File: config.mk
export PLATFORM = sky130hd
export DESIGN_NAME = control_fetch_if_id
export DESIGN_NICKNAME = d
export VERILOG_FILES = /design/src/rtl/control_fetch_if_id.sv
export SDC_FILE = /design/constraint.sdc
export NUM_CORES = 1
export LEC_CHECK = 0
export CAP_MARGIN = 10
export CORE_MARGIN = 4
export CORE_UTILIZATION = 45
export DETAILED_ROUTE_END_ITERATION = 16
export GPL_TIMING_DRIVEN = 0
export PLACE_DENSITY_LB_ADDON = 0.05
export RECOVER_POWER = 50
export SYNTH_ARGS = -nofsm -noshare
export SYNTH_HDL_FRONTEND = slang
export SYNTH_SLANG_ARGS = --single-unit
File: constraint.sdc
create_clock -name clk -period 2.7 [get_ports clk]
set_clock_uncertainty 0.05 [all_clocks]
set_input_delay 0.54 -clock clk [delete_from_list [all_inputs] [get_ports clk]]
set_output_delay 0.54 -clock clk [all_outputs]
set_load 0.01 [all_outputs]
File: src/rtl/control_fetch_if_id.sv
// Fetch stage: PC register and IF/ID pipeline register with run/single-step control,
// halt detection and debug cycle/stall counters.
//
// state  | meaning
// S_IDLE | pipe frozen, waiting for inicio to drop; step_mode picks RUN or STEP
// S_RUN  | free run, advances every cycle
// S_STEP | single-step, advances once per rising edge of step
// S_HALT | halt opcode reached decode; absorbing until reset
module control_fetch_if_id #(
  parameter int                 PC_W        = 32,
  parameter int                 INSTR_W     = 32,
  parameter logic [PC_W-1:0]    RESET_PC    = '0,
  parameter logic [INSTR_W-1:0] HALT_OPCODE = '1
) (
  input  logic               clk,
  input  logic               reset_n,
  input  logic               inicio,
  input  logic               step_mode,
  input  logic               step,
  input  logic               StallF,
  input  logic               StallD,
  input  logic               PCSrcD,
  input  logic [PC_W-1:0]    PCBranchD,
  input  logic [INSTR_W-1:0] InstrF,
  output logic [PC_W-1:0]    PCF,
  output logic [INSTR_W-1:0] InstrD,
  output logic [PC_W-1:0]    PCPlus4D,
  output logic               halted,
  output logic [31:0]        cycle_cnt,
  output logic [15:0]        stall_cnt
);

  typedef enum logic [1:0] {S_IDLE, S_RUN, S_STEP, S_HALT} state_t;

  state_t             state_q;
  logic               step_q;
  logic               halted_q;
  logic [PC_W-1:0]    pcf_q, pcf_d;
  logic [INSTR_W-1:0] instrd_q, instrd_d;
  logic [PC_W-1:0]    pcplus4d_q, pcplus4d_d;
  logic [31:0]        cycle_q, cycle_d;
  logic [15:0]        stall_q, stall_d;

  logic [PC_W-1:0]    pc_plus4;
  logic               halt_seen;
  logic               step_pulse;
  logic               adv;

  always_comb begin
    pc_plus4   = pcf_q + PC_W'(4);
    halt_seen  = (instrd_q == HALT_OPCODE);
    step_pulse = step & ~step_q;
    adv        = ((state_q == S_RUN) | ((state_q == S_STEP) & step_pulse))
                 & ~inicio & ~halt_seen;

    pcf_d      = pcf_q;
    instrd_d   = instrd_q;
    pcplus4d_d = pcplus4d_q;
    cycle_d    = cycle_q;
    stall_d    = stall_q;

    if (adv) begin
      if (!StallF) pcf_d = PCSrcD ? PCBranchD : pc_plus4;
      // stall beats flush: a held branch is simply re-evaluated next cycle
      if (!StallD) begin
        if (PCSrcD) begin
          instrd_d   = '0;
          pcplus4d_d = '0;
        end else begin
          instrd_d   = InstrF;
          pcplus4d_d = pc_plus4;
        end
      end
      if (cycle_q != '1)           cycle_d = cycle_q + 32'd1;
      if (StallF && stall_q != '1) stall_d = stall_q + 16'd1;
    end
  end

  always_ff @(posedge clk or negedge reset_n) begin
    if (!reset_n) begin
      state_q  <= S_IDLE;
      halted_q <= 1'b0;
      step_q   <= 1'b0;
    end else begin
      step_q <= step;
      case (state_q)
        S_IDLE: if (!inicio) state_q <= step_mode ? S_STEP : S_RUN;
        S_RUN, S_STEP: begin
          if (inicio) begin
            state_q <= S_IDLE;
          end else if (halt_seen) begin
            state_q  <= S_HALT;
            halted_q <= 1'b1;
          end
        end
        S_HALT:  halted_q <= 1'b1;
        default: state_q  <= S_IDLE;
      endcase
    end
  end

  always_ff @(posedge clk or negedge reset_n) begin
    if (!reset_n) begin
      pcf_q      <= RESET_PC;
      instrd_q   <= '0;
      pcplus4d_q <= '0;
      cycle_q    <= '0;
      stall_q    <= '0;
    end else begin
      pcf_q      <= pcf_d;
      instrd_q   <= instrd_d;
      pcplus4d_q <= pcplus4d_d;
      cycle_q    <= cycle_d;
      stall_q    <= stall_d;
    end
  end

  assign PCF       = pcf_q;
  assign InstrD    = instrd_q;
  assign PCPlus4D  = pcplus4d_q;
  assign halted    = halted_q;
  assign cycle_cnt = cycle_q;
  assign stall_cnt = stall_q;

endmodule

==> out/qor.txt <==
Ports: 217
Setup violations, final: 0
Sequential share of power: 38.1%
Worst skew pair latency: 420 ps
NetSw: 2.94 mW
Failing checks: capacitance limit, slew limit
CTS Buf Count: 17
# H-tree levels: 4
Final period util: 93.1%
Nets: 1,115
Sw Share: 33.2%
Routed wire per std cell: 18.6 um
Port-buffer cells: 216
GPL Wtd Cong: 0.852
Buf+Inv Stages, Crit Path: 2
Max Root-Sink Buffers: 2
Initial Util: 46.0%
Relative slew slack: -51.0%
Fmax achieved: 398 MHz
Crit end category: flop
GRT Util Overall: 24.4%
CTS tree: done
Proportion of layout cells with a drive suffix above 1: 9.63%
DR iter-0 viols: 440
First-pass GRT wire length: 37,900 um
Clock Power Share: 28.7%
Vias post-DR: 7,100
Cell-internal power: 5.89 mW
Crit path max fanout: 10
Outcome: finished with violations
Largest net degree at the start of global routing: 90
Number of synthesized flops with an enable pin: 0
Cell Area, Synth: 7660 sq um
Crit Path Category: in2reg
Die Ht: 138 um
Fin util: 65.0%
CP max stage cell: clkdlybuf4s50_1
Vias per inst: 5.59
First-pass DRT Iterations: 5
Routed WL: 23,600 um
CP peak stage delay: 750 ps
Syn_nets: 875
ANT nets after route: 0
ANT cells: 0
Cts hold-fix bufs: 0
Post-DP HPWL: 16,900 um
Clock-pin slew on the worst setup and hold paths: 60 ps
Transition time at the pin with the least slew margin: 2270 ps
Initial antenna violation count: 2
CORE AREA: 16,600 sq um
Synth Warn #: 0
Synth Instances: 796
Delay-heaviest family, CP: buffers and inverters
Top FF cell, synth: dfrtp_1
Worst vdd ir: 0.549 mV
Die area: 19,200 sq um
Remaining Overflow, GRT: 0
Leakage: 4.59 nW
FP Rows: 47
CP cell instances: clkdlybuf4s50_1, o211ai_1, a41oi_1, clkbuf_1, nand4_1, xnor2_1
Remaining DRCs: 0
Synth-to-layout area growth: 41.2%
Fillers: 1,431
Number of synthesized register bits: 148
Post-synthesis sequential area ratio: 48.4%
Endpoints failing hold: 0
Chip width: 138 um
Setup crit start kind: input pin
PD cells: 817 nW/um^2
WHS: 430 ps
Clk root buf: clkbuf_16
Worst EP arrival: 2770 ps
Tightest Hold Check Type: reg2reg
Ys async rst share: 100%
Crit path time final: 2510 ps
Max-cap violation count: 1
Place WS: -747 ps
Pins Over Slew Limit: 89
Mean Syn Cell Area: 9.62 sq um
Vias in the first global route: 6,960
Worst Setup Slack, final: 186 ps
Combinational share of power: 33.2%
Setup TNS: 0 ps
Sink Count: 148
RSZ-0062 raised after global routing: no
Cell variety after synth: 61
Worst EP required: 2950 ps
## worst register-to-register path, delay by kind of cell (launching register included)
| family | cells | cell delay (ps) |
|---|---|---|
| compound gates | 4 | 850 |
| fa+ha+maj | 1 | 170 |
| buf+inv | 3 | 680 |
| flops | 1 | 430 |
| simple gates | 1 | 210 |
## metrics by stage
| step | power [mW] | cell area, sq um | cells |
|---|---|---|---|
| after global routing | 9.34 | 10800 | 1269 |
| after CTS | 9.03 | 10800 | 1265 |
| after global placement | 6.39 | 10100 | 1232 |
| final | 8.83 | 10800 | 1269 |
| after floorplan | 4.68 | 7660 | 796 |
| after detailed placement | 6.45 | 10100 | 1233 |
## state kept, by name, summed over array words and instances (netlist names)
| signal | flops |
|---|---|
| PCPlus4D | 32 |
| step_q | 1 |
| halted | 1 |
| state_q | 2 |
| stall_cnt | 16 |
| cycle_cnt | 32 |
| InstrD | 32 |
| PCF | 32 |
## path summary, 6_finish.rpt
check | to | start | slack, ps | cells after the start
worst min-delay path | PCPlus4D[13] | PCPlus4D[13] | 430 | 2
min in group asynchronous | cycle_cnt[25] | reset_n | 740 | 1
worst max-delay path | stall_cnt[13] | StallF | 190 | 6
max in group asynchronous | InstrD[13] | reset_n | 530 | 1
worst min register to register | PCPlus4D[13] | PCPlus4D[13] | 430 | 2
worst max register to register | PCF[7] | state_q[0] | 210 | 9
## layout by cell type, fill, tap and decap left out, drive strengths merged, types with 6 or more instances in the layout
master / count
xnor2: 59
nor2: 33
nor3: 29
o21ai: 46
and3: 24
buf: 25
nor4: 13
xor2: 10
nand2: 129
clkinv: 8
a211o: 8
a22o: 17
ha: 7
dlygate4sd3: 70
clkbuf: 51
a21oi: 11
o22ai: 16
nand3: 37
inv: 9
o31ai: 15
clkdlybuf4s50: 145
nand4: 43
or2: 13
and2: 6
dfrtp: 148
and4: 19
## synthesized netlist by cell type, drive strengths merged, types with 15 or more instances
library cell | count | area share, %
a22o | 17 | 1.9
and3 | 24 | 2.0
and4 | 19 | 2.2
buf | 21 | 1.6
clkbuf | 30 | 1.5
dfrtp | 148 | 48
nand2 | 129 | 6.3
nand3 | 37 | 3.0
nand4 | 43 | 3.8
nor2 | 33 | 1.6
nor3 | 29 | 2.0
o21ai | 46 | 3.0
o22ai | 16 | 1.3
o31ai | 15 | 1.5
xnor2 | 59 | 6.7
## cells by family (layout without fill, tap and decap cells)
logic type	after synthesis	after routing	share of synthesized area, %
buffers and inverters	61	314	3.58
AOI/OAI and AO/OA	144	144	12.8
muxes	4	4	0.572
adders and majority gates	7	7	1.14
DFF	148	148	48.4
xor gates and xnor gates	69	69	7.89
and+or+nand+nor	363	363	25.7
## power groups by stage
| stage | combinational, mW | sequential, mW | clock (mW) |
|---|---|---|---|
| 5_1_grt | 3.21 | 3.46 | 2.67 |
| 6_report | 2.93 | 3.36 | 2.54 |
| 3_5_place_dp | 3.06 | 3.39 | 0 |
| 3_3_place_gp | 3.01 | 3.38 | 0 |
| 2_1_floorplan | 1.12 | 3.56 | 0 |
| 4_1_cts | 3.09 | 3.37 | 2.57 |
## cell type report
type / count / area, sq um / area share, %
tap: 220 / 275 / 2.55
buffer: 51 / 245 / 2.27
multi-input combinational: 587 / 3700 / 34.2
timing repair buffer: 221 / 2210 / 20.5
clock buffer: 19 / 453 / 4.19
clock inverter: 13 / 181 / 1.68
sequential: 148 / 3700 / 34.3
inverter: 10 / 37.5 / 0.347
## timing repair
action | 4_1_cts | 5_1_grt
gates resized for setup | 9 | 5
endpoints found under the setup margin | 106 | 71
buffers inserted | 0 | 4
pin swaps | 1 | 3
## routing by layer
layer  part of all wire, %  track usage [%]  vias up
met5                 0.093                0        -
met4                   1.7             7.12        4
met3                   8.7             7.98       34
met2                    47             38.3      274
met1                    42             32.6     3441
li1                      -                -     3347
Power figures use the tool's default switching activity.
